===== src/rtl/sp_ram_port_arbiter.sv =====
// Two-master (instruction m0 / data m1) round-robin front end for a single-port RAM with 1-cycle read data.
// Optional SP_RAM_ARB_CLEAR_ON_RESET_EN: zero every RAM word after reset before accepting requests.
module sp_ram_port_arbiter #(
  parameter int RAM_SIZE   = 32768,
  parameter int ADDR_WIDTH = $clog2(RAM_SIZE),
  parameter int DATA_WIDTH = 32
) (
  input  logic                    clk,
  input  logic                    rstn_i,
  input  logic                    m0_req_i,
  output logic                    m0_gnt_o,
  input  logic [ADDR_WIDTH-1:0]   m0_addr_i,
  input  logic                    m0_we_i,
  input  logic [DATA_WIDTH/8-1:0] m0_be_i,
  input  logic [DATA_WIDTH-1:0]   m0_wdata_i,
  output logic                    m0_rvalid_o,
  output logic [DATA_WIDTH-1:0]   m0_rdata_o,
  input  logic                    m1_req_i,
  output logic                    m1_gnt_o,
  input  logic [ADDR_WIDTH-1:0]   m1_addr_i,
  input  logic                    m1_we_i,
  input  logic [DATA_WIDTH/8-1:0] m1_be_i,
  input  logic [DATA_WIDTH-1:0]   m1_wdata_i,
  output logic                    m1_rvalid_o,
  output logic [DATA_WIDTH-1:0]   m1_rdata_o,
  output logic                    ram_en_o,
  output logic [ADDR_WIDTH-1:0]   ram_addr_o,
  output logic                    ram_we_o,
  output logic [DATA_WIDTH/8-1:0] ram_be_o,
  output logic [DATA_WIDTH-1:0]   ram_wdata_o,
  input  logic [DATA_WIDTH-1:0]   ram_rdata_i,
  output logic                    init_done_o
);

  localparam int BE_WIDTH = DATA_WIDTH / 8;
  localparam logic [ADDR_WIDTH-1:0] WORD_MASK = ~ADDR_WIDTH'(3);

  logic       accept;
  logic [1:0] gnt;
  logic       rr_ptr_q;
  logic [1:0] rvalid_q;
  logic [1:0] we_q;

`ifdef SP_RAM_ARB_CLEAR_ON_RESET_EN
  localparam int CNT_WIDTH = ADDR_WIDTH - 2;
  localparam logic [CNT_WIDTH-1:0] CLR_LAST = CNT_WIDTH'(RAM_SIZE / 4 - 1);

  typedef enum logic {CLEAR, READY} state_t;

  state_t               state_q, state_d;
  logic [CNT_WIDTH-1:0] clr_cnt_q, clr_cnt_d;
  logic                 clearing;

  always_ff @(posedge clk or negedge rstn_i) begin
    if (!rstn_i) begin
      state_q   <= CLEAR;
      clr_cnt_q <= '0;
    end else begin
      state_q   <= state_d;
      clr_cnt_q <= clr_cnt_d;
    end
  end

  always_comb begin
    state_d   = state_q;
    clr_cnt_d = clr_cnt_q;
    if (state_q == CLEAR) begin
      clr_cnt_d = clr_cnt_q + CNT_WIDTH'(1);
      if (clr_cnt_q == CLR_LAST) state_d = READY;
    end
  end

  // Gate with reset so nothing is written or granted while reset is held.
  assign clearing    = (state_q == CLEAR) && rstn_i;
  assign accept      = (state_q == READY) && rstn_i;
  assign init_done_o = accept;
`else
  assign accept      = rstn_i;
  assign init_done_o = rstn_i;
`endif

  // Contended cycles go to rr_ptr; a lone requester always wins.
  always_comb begin
    gnt = 2'b00;
    if (accept) begin
      if (m0_req_i && m1_req_i) gnt = rr_ptr_q ? 2'b10 : 2'b01;
      else                      gnt = {m1_req_i, m0_req_i};
    end
  end

  assign m0_gnt_o = gnt[0];
  assign m1_gnt_o = gnt[1];

  always_comb begin
    ram_en_o    = 1'b0;
    ram_we_o    = 1'b0;
    ram_be_o    = '0;
    ram_addr_o  = '0;
    ram_wdata_o = '0;
`ifdef SP_RAM_ARB_CLEAR_ON_RESET_EN
    if (clearing) begin
      ram_en_o   = 1'b1;
      ram_we_o   = 1'b1;
      ram_be_o   = '1;
      ram_addr_o = {clr_cnt_q, 2'b00};
    end else
`endif
    if (gnt[0]) begin
      ram_en_o    = 1'b1;
      ram_we_o    = m0_we_i;
      ram_be_o    = m0_be_i;
      ram_addr_o  = m0_addr_i & WORD_MASK;
      ram_wdata_o = m0_wdata_i;
    end else if (gnt[1]) begin
      ram_en_o    = 1'b1;
      ram_we_o    = m1_we_i;
      ram_be_o    = m1_be_i;
      ram_addr_o  = m1_addr_i & WORD_MASK;
      ram_wdata_o = m1_wdata_i;
    end
  end

  // we_q remembers writes so their response carries zero data instead of RAM output.
  always_ff @(posedge clk or negedge rstn_i) begin
    if (!rstn_i) begin
      rr_ptr_q <= 1'b0;
      rvalid_q <= 2'b00;
      we_q     <= 2'b00;
    end else begin
      rvalid_q <= gnt;
      we_q     <= gnt & {m1_we_i, m0_we_i};
      if (accept && m0_req_i && m1_req_i) rr_ptr_q <= ~rr_ptr_q;
    end
  end

  assign m0_rvalid_o = rvalid_q[0];
  assign m1_rvalid_o = rvalid_q[1];
  assign m0_rdata_o  = (rvalid_q[0] && !we_q[0]) ? ram_rdata_i : '0;
  assign m1_rdata_o  = (rvalid_q[1] && !we_q[1]) ? ram_rdata_i : '0;

  logic unused_be_width;
  assign unused_be_width = (BE_WIDTH == 0);

endmodule


===== config.mk =====
export PLATFORM = sky130hd
export DESIGN_NAME = sp_ram_port_arbiter
export DESIGN_NICKNAME = d
export VERILOG_FILES = /design/src/rtl/sp_ram_port_arbiter.sv
export SDC_FILE = /design/constraint.sdc
export NUM_CORES = 1
export LEC_CHECK = 0
export BUFFER_PORTS_ARGS = -buffer_cell sky130_fd_sc_hd__buf_2
export CAP_MARGIN = 20
export CORE_AREA = 2 2 101 103
export DETAILED_ROUTE_END_ITERATION = 12
export DIE_AREA = 0 0 103 105
export PLACE_DENSITY = 0.61
export REMOVE_ABC_BUFFERS = 1
export SLEW_MARGIN = 20
export SYNTH_ARGS = -nofsm -noshare
export SYNTH_HDL_FRONTEND = slang
export SYNTH_SLANG_ARGS = --single-unit

===== constraint.sdc =====
create_clock -name clk -period 3.4 [get_ports clk]
set_clock_uncertainty 0.05 [all_clocks]
set_input_delay 0.34 -clock clk [delete_from_list [all_inputs] [get_ports clk]]
set_output_delay 0.34 -clock clk [all_outputs]
set_load 0.005 [all_outputs]

==> results.yml, run 1 <==
critical_path:
  critPathSlowestCell: "buf_4"
  r2r-end: "we_q[0]"
  required_ns: 3.01
  worstPathMaxFanout: 41
  critPathArrivalTime_ns: 1.80
  cp_cell_sequence: "nand2b_1 -> nand2_1 -> buf_4 -> o22ai_1 -> buf_2"
  cpPeakStageDelay_ns: 0.43
  rrSetupSlack_ns: 2.25
  critical-path-top-delay-family: "buffers and inverters"
  start_kind: "flip-flop"
  timing.rr.start: "rr_ptr_q"
  crit_type: "reg -> out"
  worstRegToRegCells: 2
  crit_buf_inv: 2
  endpoint_kind: "primary output"
floorplanning:
  start_util: 0.151
  die-area_mm2: 0.0108
  rows: 36
  core-area_mm2: 0.00964
  die_x_um: 103
  ios: 262
  die_h_um: 105
status:
  status: "finished, final reports clean"
clock_tree:
  cts_hold_buffers: 0
  cts_setup_buffers: 0
  clock_latency_ns: 0.22
  cts_root_buf: "clkbuf_8"
  ctsResizeCount: 0
  clk_pin_slew_ns: 0.04
  clk_path_buf_depth: 2
  htreeDepth: 1
  cts_buffers: 3
  clock-sinks: 5
  cts_tree: "yes"
routing:
  wl_mm: 7.65
  drc_errors: 0
  wire_per_inst_um: 12.1
  postRouteAntennaNets: 0
  drtPass1Iterations: 4
  drt_iter0_drc: 85
  vias_per_cell: 4.14
  vias: 2632
synth:
  async_reset_ff_frac: 1.00
  ys_ff_latch: 5
  synth.distinct_cells: 18
  syn-instance-count: 264
  synth_ff_type: "dfrtp_1"
  synth_edf_count: 0
  synth_top_cell_by_area: "and2_1"
  syn_area_per_cell_um2: 5.50
  yosysTopAreaCellShare: 0.280
  synth_area_mm2: 0.00145
  yosysWarnings: 0
  yosysMostFrequentCell: "nand2_1"
  synth_seq_area_share: 0.0861
  synth_common_cells: "nand2_1, and2_1, o22ai_1"
  synth_area_leaders: "and2_1, nand2_1, o22ai_1"
sta:
  setup_viol: 0
  timing.fmax_ghz: 0.457
  finalCritPeriodShare: 0.644
  finalSetupTns_ns: 0
  slew_violations: 0
  worst_slack_ns: 1.21
  finalHoldViolations: 0
  rsz0062_at_grt: "false"
  min_period_ns: 2.19
global_routing:
  grt_max_degree: 43
  antenna_found_initial: 3
  grt_pass1_wl_mm: 10.9
  overflow: 0
  grt_use_total: 0.126
  grt_pass1_vias: 2282
placed_design:
  place_congestion: 0.788
  dp_hpwl_mm: 6.77
  io_buffers: 255
  place_ws_ns: 1.35
final_layout:
  areaGrowthSynthToFinish_pct: 96.5
  nNetsFinal: 641
  drive_gt1_frac: 0.532
min_path:
  min_path_type: "in -> async"
power_and_ir_drop:
  powerDensity_mw_per_mm2: 230
  max-vdd-ir-drop_mv: 0.160
  leakagePower_nw: 1.79
flow_run:
  drv_cap: 0
-- per-layer routing --
metal	up-vias	track usage	share of wire
li1	1334	-	-
met1	1130	0.145	0.40
met2	158	0.237	0.50
met3	8	0.0254	0.093
met4	2	0.0216	0.0080
met5	-	0	0.0021
-- cells by family (layout without fill, tap and decap cells) --
family | count (synthesis) | after routing | share of synthesized area
flip-flops | 5 | 5 | 0.0861
other | 1 | 4 | 0.00258
AND/OR/NAND/NOR | 174 | 174 | 0.569
AO/OA/AOI/OAI | 51 | 51 | 0.223
buffers and inverters | 32 | 267 | 0.113
XOR/XNOR | 1 | 1 | 0.00603
-- power breakdown --
| part | internal, W | switching [W] |
|---|---|---|
| clock | 0.0000805 | 0.0000291 |
| sequential | 0.0000702 | 0.00000754 |
| combinational | 0.000228 | 0.000239 |
| total | 0.000379 | 0.000276 |
-- state kept, by name, indices dropped and copies added (netlist names) --
| name | cells |
|---|---|
| we_q | 2 |
| rvalid_q | 2 |
| rr_ptr_q | 1 |
-- area by class of cell --
class / instances / area [um2]
well taps: 133 / 166
multi-input cells: 228 / 1170
diodes: 2 / 5.00
clock buffers: 4 / 45.0
flip-flops and latches: 5 / 125
fillers: 1109 / 6790
repair buffers: 262 / 1340
inverters: 1 / 3.75
-- per-stage QoR --
| step | std cells | hold WS [ns] | util | power (W) | instance area, um2 |
|---|---|---|---|---|---|
| after floorplan | 234 | -0.00559 | - | 0.000277 | 1300 |
| after global placement | 629 | 0.271 | 0.291 | 0.000544 | 2800 |
| after detailed placement | 629 | 0.279 | 0.291 | 0.000554 | 2800 |
| after CTS | 633 | 0.0373 | 0.296 | 0.000668 | 2850 |
| after global routing | 635 | 0.0493 | 0.296 | 0.000721 | 2850 |
| final | 635 | 0.0383 | 0.296 | 0.000655 | 2850 |
-- placed cells by master (no fill, tap or decap), types with 2 or more instances in the layout --
| cell | Yosys | routed |
|---|---|---|
| nand2_1 | 100 | 100 |
| buf_4 | 3 | 6 |
| nor2_1 | 4 | 4 |
| nor2b_1 | 2 | 2 |
| clkbuf_8 | 0 | 3 |
| dfrtp_1 | 5 | 5 |
| buf_2 | 14 | 255 |
| diode_2 | 0 | 2 |
| and2_1 | 65 | 65 |
| conb_1 | 1 | 2 |
| o22ai_1 | 49 | 49 |
-- worst max path at each step --
stage	end	slack, ns	cells after the start	startpoint
finish	ram_wdata_o[27]	1.21	5	rr_ptr_q
global route	ram_wdata_o[20]	1.06	5	rr_ptr_q
CTS	ram_wdata_o[27]	1.18	5	rr_ptr_q
detailed placement	ram_wdata_o[13]	1.35	5	m0_req_i
global placement	ram_be_o[1]	1.38	5	m0_req_i
floorplan	ram_addr_o[10]	1.49	3	rr_ptr_q
-- worst reg2reg max path, cell delays in order, from the launching register on --
cell     delay, ns
dfrtp_1       0.37
a21bo_2       0.44
nor2_1        0.14
Note: power is estimated with default switching activity, not from simulation.
==> run 2: changes to the inputs <==
--- a/config.mk
+++ b/config.mk
@@ -5,12 +5,13 @@
 export SDC_FILE = /design/constraint.sdc
 export NUM_CORES = 1
 export LEC_CHECK = 0
+export ABC_AREA = 1
 export BUFFER_PORTS_ARGS = -buffer_cell sky130_fd_sc_hd__buf_2
 export CAP_MARGIN = 20
 export CORE_AREA = 2 2 101 103
 export DETAILED_ROUTE_END_ITERATION = 12
 export DIE_AREA = 0 0 103 105
-export PLACE_DENSITY = 0.61
+export PLACE_DENSITY = 0.63
 export REMOVE_ABC_BUFFERS = 1
 export SLEW_MARGIN = 20
 export SYNTH_ARGS = -nofsm -noshare
==> constraint.sdc (replaced) <==
create_clock -name clk -period 1.81 [get_ports clk]
set_clock_uncertainty 0.05 [all_clocks]
set_input_delay 0.181 -clock clk [delete_from_list [all_inputs] [get_ports clk]]
set_output_delay 0.181 -clock clk [all_outputs]
set_load 0.005 [all_outputs]
==> run 2 against run 1 <==
Effect of this change:
- sequential share of layout area decreased by 0.076 points
- sequential power is 69% higher
- non-clock buffer count grew 5
- clock power grew 85%
- routed wire length increased by 3.7%
- worst hold slack gained 0.13 ns
- core utilization grew 0.52 points
- power is 63% higher
==> results.yml, run 2 <==
synth:
  syn-instance-count: 303
  synth_seq_area_share: 0.0842
  synth_common_cells: "nand3_1, nor2_1, nand2_1"
  yosysTopAreaCellShare: 0.343
  synth_area_mm2: 0.00149
  async_reset_ff_frac: 1.00
  yosysMostFrequentCell: "nand3_1"
  yosysWarnings: 0
  synth_xor_area_frac: 0
  synth-compound-area-share: 0
  synth_area_leaders: "nand3_1, nor2_1, nand2_1"
  synth_edf_count: 0
  synthMuxAreaShare: 0
  ys_ff_latch: 5
  yosys.area_share.adder: 0
  synth.distinct_cells: 14
  synth_ff_type: "dfrtp_1"
  syn_area_per_cell_um2: 4.91
  synthSimpleGateAreaFrac: 0.662
  synth_top_cell_by_area: "nand3_1"
  synth_top_family_by_area: "simple AND/OR/NAND/NOR gates"
placed_design:
  place_area_mm2: 0.00285
  dp_hpwl_mm: 6.85
  io_buffers: 255
  place_congestion: 0.740
global_routing:
  busiest_layer: "met2"
  grtUsageMet1: 0.149
  grt_use_total: 0.131
  antenna_found_initial: 0
  grt_pass1_wl_mm: 11.4
  grt_use_met2: 0.256
  use_met3: 0.0140
  grt_pass1_vias: 2426
  overflow: 0
  grt_max_degree: 41
min_path:
  min_path_type: "in -> reg"
routing:
  wl_mm: 7.94
  postRouteAntennaNets: 0
  vias_per_cell: 4.13
  drc_errors: 0
  wire_per_inst_um: 11.7
  drtPass1Iterations: 4
  vias: 2803
  drt_iter0_drc: 81
clock_tree:
  clock_latency_ns: 0.22
  ctsResizeCount: 0
  htreeDepth: 1
  clock-sinks: 5
  cts_setup_buffers: 0
  clk_path_buf_depth: 2
  cts_hold_buffers: 1
  cts_root_buf: "clkbuf_8"
  cts_tree: "yes"
  cts_buffers: 3
  clk_pin_slew_ns: 0.04
final_layout:
  final_common_cell: "buf_2"
  largestRegisters: "rvalid_q x2, we_q x2, rr_ptr_q x1"
  layout_common_cells: "buf_2, nand3_1, nor2_1"
  antenna-diode-count: 0
  final_area_mm2: 0.00290
  areaGrowthSynthToFinish_pct: 95.4
  nNetsFinal: 687
  drive_gt1_frac: 0.502
critical_path:
  r2r-end: "we_q[1]"
  worstRegToRegCells: 5
  cp-startpoint: "rr_ptr_q"
  critPathSlowestCell: "dfrtp_1"
  critPathArrivalTime_ns: 1.31
  endpoint: "ram_wdata_o[3]"
  timing.rr.start: "rr_ptr_q"
  worstPathMaxFanout: 38
  rrSetupSlack_ns: 0.74
  cp_cell_sequence: "inv_1 -> nand2_2 -> buf_12 -> nand3_1 -> nand2_1 -> buf_2"
  endpoint_kind: "primary output"
  required_ns: 1.58
  crit_type: "reg -> out"
  cpPeakStageDelay_ns: 0.38
  start_kind: "flip-flop"
sta:
  finalCritPeriodShare: 0.853
  min_period_ns: 1.54
  rsz0062_at_grt: "false"
  setup_viol: 0
  slew_violations: 0
  timing.fmax_ghz: 0.648
  finalSetupTns_ns: 0
  finalHoldViolations: 0
floorplanning:
  ios: 262
  core-area_mm2: 0.00964
  die_h_um: 105
  rows: 36
  start_util: 0.154
  die-area_mm2: 0.0108
  die_x_um: 103
flow_run:
  drv_cap: 0
power_and_ir_drop:
  powerDensity_mw_per_mm2: 368
  leakagePower_nw: 2.12
  max-vdd-ir-drop_mv: 0.145
status:
  status: "finished, final reports clean"
-- run 2: area by class of cell --
class	instances	area [um2]
clock buffer	4	45.0
fill	1151	6740
tap	133	166
timing repair buffer	267	1420
multi-input combinational	229	992
sequential	5	125
inverter	41	156
-- run 2: power breakdown --
| group | internal (W) | leakage, nW | switching [W] |
|---|---|---|---|
| Combinational | 0.000335 | 2.03 | 0.000397 |
| Clock | 0.000151 | 0.0228 | 0.0000528 |
| Sequential | 0.000123 | 0.0657 | 0.00000785 |
-- run 2: per-stage QoR --
step / util / hold slack, ns / setup WS (ns) / power [W] / instances
4_1_cts: 0.301 / 0.160 / 0.263 / 0.00109 / 679
3_5_place_dp: 0.296 / -0.0279 / 0.390 / 0.000872 / 674
5_1_grt: 0.301 / 0.189 / 0.159 / 0.00117 / 679
2_1_floorplan: - / -0.165 / 0.413 / 0.000424 / 275
3_3_place_gp: 0.296 / -0.0277 / 0.398 / 0.000872 / 674
6_report: 0.301 / 0.167 / 0.267 / 0.00107 / 679
-- run 2: worst min-delay path by stage --
stage / startpoint / to / cells past startpoint
after global placement: rstn_i / rvalid_q[0] / 1
after detailed placement: rstn_i / rvalid_q[0] / 1
after floorplan: rstn_i / rr_ptr_q / 0
after global routing: m1_we_i / we_q[1] / 3
final: m1_we_i / we_q[1] / 3
after CTS: m0_we_i / we_q[0] / 3
-- run 2: critical path: cells and delay by family, from the launching register on --
family | cells | cell delay (ns)
AND/OR/NAND/NOR | 3 | 0.30
flip-flops | 1 | 0.38
buffers and inverters | 3 | 0.39
-- run 2: routing by layer --
layer | wire [um] | part of all wire
met1 | 3070 | 0.39
met2 | 4070 | 0.51
met3 | 760 | 0.096
met4 | 44 | 0.0055
met5 | 0 | 0
-- run 2: cell families after synthesis --
kind of cell,Yosys count
and+or+nand+nor,227
buffers and inverters,70
DFF,5
other,1
